===== src/rtl/divisor_sequencial.sv =====
// Key-stepped unsigned restoring divider: operands are keyed in on din/dv,
// one quotient bit is produced per clock, then quotient and remainder are shown.
module divisor_sequencial #(
    parameter int WIDTH = 8
) (
    input  logic             clock,
    input  logic             reset,
    input  logic             dv,
    input  logic [WIDTH-1:0] din,
    output logic [WIDTH-1:0] dout,
    output logic             busy,
    output logic             divZero,
    output logic [2:0]       prStateLed,
    output logic [2:0]       nxStateLed
);
    localparam int            CW   = $clog2(WIDTH + 1);
    localparam logic [CW-1:0] LAST = CW'(WIDTH - 1);

    localparam logic [2:0] IDLE   = 3'd0;
    localparam logic [2:0] LOAD_A = 3'd1;
    localparam logic [2:0] LOAD_B = 3'd2;
    localparam logic [2:0] CALC   = 3'd3;
    localparam logic [2:0] SHOW_Q = 3'd4;
    localparam logic [2:0] SHOW_R = 3'd5;

    logic [2:0]       state;
    logic [2:0]       state_nx;
    logic             dv_q;
    logic             dv_rise;
    logic [WIDTH-1:0] a_reg;
    logic [WIDTH-1:0] b_reg;
    logic [WIDTH-1:0] quo;
    logic [WIDTH-1:0] rem;
    logic [CW-1:0]    cnt;
    logic             div_zero;
    logic [WIDTH:0]   t;
    logic             ge;

    // dv_q resets high so a key held through reset is not seen as a press
    assign dv_rise = dv & ~dv_q;
    assign t       = {rem, quo[WIDTH-1]};
    assign ge      = (t >= {1'b0, b_reg});

    always_ff @(posedge clock or posedge reset) begin
        if (reset) begin
            state <= IDLE;
            dv_q  <= 1'b1;
        end else begin
            state <= state_nx;
            dv_q  <= dv;
        end
    end

    always_comb begin
        state_nx = IDLE;
        case (state)
            IDLE:    state_nx = dv_rise ? LOAD_A : IDLE;
            LOAD_A:  state_nx = dv_rise ? LOAD_B : LOAD_A;
            LOAD_B: begin
                state_nx = LOAD_B;
                if (dv_rise) state_nx = (din != '0) ? CALC : SHOW_Q;
            end
            CALC:    state_nx = (cnt == LAST) ? SHOW_Q : CALC;
            SHOW_Q:  state_nx = dv_rise ? SHOW_R : SHOW_Q;
            SHOW_R:  state_nx = dv_rise ? IDLE : SHOW_R;
            default: state_nx = IDLE;
        endcase
    end

    always_comb begin
        dout       = '0;
        busy       = 1'b0;
        divZero    = 1'b0;
        prStateLed = state;
        nxStateLed = reset ? 3'd0 : state_nx;
        case (state)
            LOAD_A, LOAD_B: begin
                dout    = din;
                divZero = div_zero;
            end
            CALC: begin
                busy    = 1'b1;
                divZero = div_zero;
            end
            SHOW_Q: begin
                dout    = quo;
                divZero = div_zero;
            end
            SHOW_R: begin
                dout    = rem;
                divZero = div_zero;
            end
            IDLE:    divZero = div_zero;
            default: prStateLed = state;
        endcase
    end

    // Datapath: each register is written only in the state that owns it
    always_ff @(posedge clock or posedge reset) begin
        if (reset) begin
            a_reg    <= '0;
            b_reg    <= '0;
            quo      <= '0;
            rem      <= '0;
            cnt      <= '0;
            div_zero <= 1'b0;
        end else begin
            case (state)
                LOAD_A: if (dv_rise) a_reg <= din;
                LOAD_B: begin
                    if (dv_rise) begin
                        b_reg <= din;
                        if (din != '0) begin
                            rem <= '0;
                            quo <= a_reg;
                            cnt <= '0;
                        end else begin
                            quo      <= '1;
                            rem      <= a_reg;
                            div_zero <= 1'b1;
                        end
                    end
                end
                CALC: begin
                    // t - B always fits in WIDTH bits because rem < B
                    quo <= {quo[WIDTH-2:0], ge};
                    rem <= ge ? (t[WIDTH-1:0] - b_reg) : t[WIDTH-1:0];
                    cnt <= cnt + 1'b1;
                end
                SHOW_R: if (dv_rise) div_zero <= 1'b0;
                default: ;
            endcase
        end
    end

endmodule


===== config.mk =====
export PLATFORM = sky130hd
export DESIGN_NAME = divisor_sequencial
export DESIGN_NICKNAME = d
export VERILOG_FILES = /design/src/rtl/divisor_sequencial.sv
export SDC_FILE = /design/constraint.sdc
export NUM_CORES = 1
export LEC_CHECK = 0
export BUFFER_PORTS_ARGS = -buffer_cell sky130_fd_sc_hd__buf_2
export CAP_MARGIN = 5
export CORE_UTILIZATION = 58
export DETAILED_ROUTE_END_ITERATION = 12
export PLACE_DENSITY = 0.81
export SKIP_CTS_REPAIR_TIMING = 1
export SLEW_MARGIN = 20
export SYNTH_ARGS = -nofsm -noshare
export SYNTH_HDL_FRONTEND = slang
export SYNTH_SLANG_ARGS = --single-unit

===== constraint.sdc =====
create_clock -name clock -period 2.5 [get_ports clock]
set_input_delay 0.25 -clock clock [delete_from_list [all_inputs] [get_ports clock]]
set_output_delay 0.25 -clock clock [all_outputs]
set_load 0.02 [all_outputs]

-- Yosys cells after proc, flatten, opt, wreduce, memory -nomap -nowiden
Index checks and enable logic that the tools add are counted.
- $add $sub $neg: 2
- order comparisons: 1
- equal/unequal tests: 10
- mux-type cells: 26
- bitwise logic cells: 2
- reduce and logical (&&, ||, !) cells: 11
- operators by type and width (kind ; number):
    2-to-1 mux 8 bit ; 5
    case mux 8 bit (2 select lines) ; 2
    case mux 8 bit (3 select lines) ; 1
    case mux 3 bit (6 select lines) ; 1
    2-to-1 mux 3 bit ; 5
    >= comparator 9 x 8 -> 1 bit ; 1
    2-to-1 mux 4 bit ; 2
    inequality test 2 bit (second input constant) ; 4
    case mux 4 bit (2 select lines) ; 1
    nonzero test 8 bit ; 1
    subtractor 8 bit ; 1
    2-to-1 mux 1 bit ; 7
    equality test 3 x 2 -> 1 bit (second input constant) ; 2
    equality test 3 bit (second input constant) ; 2
    AND reduction 2 bit ; 3
    OR reduction 6 bit ; 1
    adder 4 x 1 -> 4 bit (second input constant) ; 1
    equality test 4 x 3 -> 1 bit (second input constant) ; 1
    AND reduction 4 bit ; 1
    nonzero test 2 bit ; 2
    equality test 3 x 1 -> 1 bit (second input constant) ; 1
    zero test 3 bit ; 1
    AND reduction 3 bit ; 1
    2-to-1 mux 2 bit ; 1
    other kinds (4) ; 4
- bits in registers: 41
- input port bits: 11
- output and inout bits: 16
- logic and storage cells: 60

-- Longest topological paths before layout
- depth in word-level cells: 5
- gate-level depth with buffers: 8
- mapped depth without buffers: 8

-- Least setup slack after synthesis
OpenSTA, ideal clock, no wires.
- path kind: register -> output
- start point: register state[0], in the netlist prStateLed[0]
- end point: output port nxStateLed[2]
- arrival time: 1872 ps
- required time: 2250 ps
- setup slack: 378 ps
- stages on the path, launching flop included: 6
- buffers on the path: 1
- cell sequence: dfrtp_1 buf_4 or3b_1 nor4_4 a221o_2 and2_1
- longest elaborated chain between the ends: 3
- ends and longest elaborated chain (element ; RTL line ; source):
    from (decl) ; 26 ; logic [2:0] state;
    from (signal assigned) ; 49 ; state <= state_nx;
    equality test 3 bit (tied with other cells) ; 56 ; case (state)
    case mux 3 bit (6 select lines) (*) ; 56 ;
    named net state_nx[2] ; 27 ; logic [2:0] state_nx;
    2-to-1 mux 3 bit (*) ; 75 ; nxStateLed = reset ? 3'd0 : state_nx;
    to (decl) ; 14 ; output logic [2:0] nxStateLed
The timed path passes the listed nets; every way through them passes the cells marked *.

-- Worst setup path in the final report
- start point: register quo[7]
- end point: register rem[6]
- longest elaborated chain between the ends: 3
- ends and longest elaborated chain (element ; RTL line ; source):
    from (decl) ; 32 ; logic [WIDTH-1:0] quo;
    from (signal assigned) ; 115 ; quo <= a_reg;
    from (signal assigned) ; 126 ; quo <= {quo[WIDTH-2:0], ge};
    subtractor 8 bit or >= comparator 9 x 8 -> 1 bit (tied branches) ; 127, 42 ;
    2-to-1 mux 8 bit (*) ; 127 ; rem <= ge ? (t[WIDTH-1:0] - b_reg) : t[WIDTH-1:0];
    case mux 8 bit (2 select lines) (*) ; 108 ; case (state)
    to (signal assigned) ; 119 ; rem <= a_reg;
    to (signal assigned) ; 127 ;
    to (decl) ; 33 ; logic [WIDTH-1:0] rem;
Every way passes the cells marked *; elsewhere a longest branch is shown, timed or not.
A chain may end at the register's enable or synchronous reset.

==> summary.txt <==
Logic synthesis
  • Post-Synthesis Cells: 258
  • Async set or reset register ratio after synthesis: 100%
  • Syn_area_per_cell: 9.47 um2
  • Main synth FF type: dfrtp_1
  • Synth Cell Area: 2440 um2
  • Post-synth EDFFs: 0
  • Yosys warning count: 0
  • Net Count, Synth: 279
  • Seq cells post-synth: 41
  • Cell variety after synth: 52
  • Post-synthesis sequential area ratio: 42.0%

Timing
  • Fin crit share: 93.7%
  • WHS: -0.00485 ns
  • Max-slew violations: 0
  • Final Setup Violations: 0
  • Min cycle time layout: 2.34 ns
  • Setup tns final: 0 ns
  • RSZ-0062 raised after global routing: false
  • Slew HR: 60.9%
  • Final worst slack: 0.158 ns
  • Layout Skew: 0.00660 ns
  • Achievable Freq: 427 MHz
  • Worst-Margin Slew: 0.584 ns
  • Fin. Hold Viols: 8

Critical path
  • Worst Path Arrival: 2.49 ns
  • Type of destination of the critical path: register
  • Reg2reg start: quo[7]
  • Startpoint types: register
  • Flop2flop setup slack: 0.16 ns
  • Critical path required time: 2.64 ns
  • Crit path max fanout: 3
  • Depth of the most critical reg-to-reg path: 8
  • Critical path type: reg -> reg
  • FF-to-FF End: rem[6]

GRT
  • Global-route wire length before repair: 9940 um
  • Vias in the first global route: 1976
  • Total congestion overflow: 0
  • Met1 GRT Util: 41.8%
  • GR peak layer: met2
  • Met3 Use GR: 7.19%
  • Initial antenna violation count: 0
  • Total track usage: 30.4%
  • Largest net degree at the start of global routing: 27
  • Met2 Usage GRT: 47.5%

Clock network
  • Clock tree buffer depth: 2
  • H-tree depth: 2
  • Clock transition at path regs: 0.07 ns
  • Clock Latency Late Sink: 0.30 ns
  • CTS tree: done
  • Clock sinks: 41
  • Cts bufs inserted: 5
  • Root buffer cell: clkbuf_8

Floorplanning
  • Initial Util: 60.7%
  • Die H: 66.9 um
  • Row count: 23
  • Boundary Pins: 27
  • Core Area: 4030 um2
  • Die X: 66.9 um
  • Die area: 4480 um2

Pwr
  • Seq pwr share: 32.8%
  • VDD IR max: 0.000723 V
  • Net Switching: 1740 uW
  • Pwr dens: 1390 nW/um2
  • Sw Ratio: 44.9%
  • Clk pwr share: 11.5%
  • Lkg Pwr: 0.00128 uW
  • Pint: 2140 uW
  • Combinational power share: 55.7%

Routing
  • Routed WL per cell: 17.5 um
  • Post-route ant nets: 0
  • # DRC: 0
  • First DRT Iteration DRCs: 130
  • DR pass1 iterations: 5
  • Via count: 2183
  • Routed vias/inst: 6.31
  • DRT Wirelength: 6050 um

Run
  • Max Cap Viol: 0

Layout
  • Antenna Cells: 0
  • Post-route insts no fill: 346
  • Layout cell share with drive strength beyond 1: 23.3%
  • Final Core Density: 69.2%
  • Area Growth Syn to Fin: 14.1%
  • # nets final: 317

Placed design
  • Pre-CTS setup slack: 0.123 ns
  • GP Congestion: 0.875
  • Placed cells: 339
  • I/O Buffers: 26
  • Dpl hpwl: 4430 um

Min path
  • Worst Hold Class: in -> async

Run status
  • Failing checks: negative hold slack
  • Outcome: finished, violations left
[cells by family (layout without fill, tap and decap cells)]
family / after synthesis / count (layout) / synth area share (%)
XOR/XNOR: 7 / 7 / 2.51
flip-flops: 41 / 41 / 42.0
AO/OA/AOI/OAI: 84 / 84 / 23.6
AND/OR/NAND/NOR: 72 / 72 / 14.6
buffers and inverters: 28 / 66 / 4.61
adder cells (fa/ha/maj): 10 / 10 / 5.43
multiplexers: 16 / 16 / 7.22
[per-stage QoR]
stage	area, um2	hold slack (ns)	power (uW)
2_1_floorplan	2440	0.254	2800
6_report	2790	-0.00485	3880
4_1_cts	2790	0.00562	3850
3_5_place_dp	2700	0.323	3390
3_3_place_gp	2700	0.306	3300
5_1_grt	2790	0.00328	4180
[cells in the final DEF, fill, tap and decap left out, types with 9 or more instances in the layout]
master	Yosys	layout
o21ai_0	31	31
dfrtp_1	40	40
buf_2	3	26
nor2_1	15	14
buf_4	1	14
a221oi_1	12	12
nand2_1	35	35
ha_1	9	9
mux2_2	13	13
inv_1	18	18
[synth_stat cells (2+ instances only)]
cell      number  share of area [%]
dfrtp_1       40                 41
nand2_1       35                5.4
o21ai_0       31                6.3
inv_1         18                2.8
nor2_1        15                2.3
mux2_2        13                6.0
a221oi_1      12                4.3
ha_1           9                4.6
a22oi_1        7                2.2
o22ai_1        7                1.8
clkbuf_1       5               0.77
xnor2_1        5                1.8
a21oi_1        4               0.82
a211o_1        3                1.1
and2_1         3               0.77
buf_2          3               0.61
mux2i_1        3                1.2
nand3_1        3               0.61
nor2b_1        3               0.77
a211oi_1       2               0.61
a21boi_0       2               0.61
a21o_1         2               0.61
a221o_1        2               0.82
nand2b_1       2               0.51
xor2_1         2               0.72
[power groups by stage]
stage | clock network (uW) | registers [uW] | logic (uW)
2_1_floorplan | 0 | 1170 | 1630
3_3_place_gp | 0 | 1250 | 2050
3_5_place_dp | 0 | 1270 | 2110
4_1_cts | 451 | 1260 | 2140
5_1_grt | 480 | 1300 | 2400
6_report | 446 | 1270 | 2160
[critical path: stages (launching register included)]
cell and delay (ns):
dfrtp_1 0.39, inv_1 0.07, ha_1 0.22, fa_1 0.42, nor2b_1 0.18, o31ai_1 0.11
nor4b_1 0.16, a2111oi_0 0.48, a221oi_1 0.16
[worst max-delay path by stage]
stage	to	depth (start not counted)	from	slack, ns
3_3_place_gp	rem[6]	8	quo[7]	0.30
4_1_cts	rem[6]	8	quo[7]	0.11
3_5_place_dp	rem[6]	8	quo[7]	0.12
6_report	rem[6]	8	quo[7]	0.16
5_1_grt	rem[3]	7	rem[2]	0.03
2_1_floorplan	nxStateLed[2]	5	prStateLed[0]	0.38
[final cells by class]
cell class	count	area, um2
inverters	19	71.3
fillers	324	1240
multi-input cells	189	1310
repair buffers	40	235
well taps	50	62.6
flip-flops and latches	41	1030
clock buffers	7	86.3
[layer usage]
metal / part of all wire (%) / vias up
li1: - / 1017
met1: 45 / 1058
met2: 47 / 100
met3: 6.7 / 8
met4: 1.3 / 0
met5: 0 / -
Power figures use the tool's default switching activity.
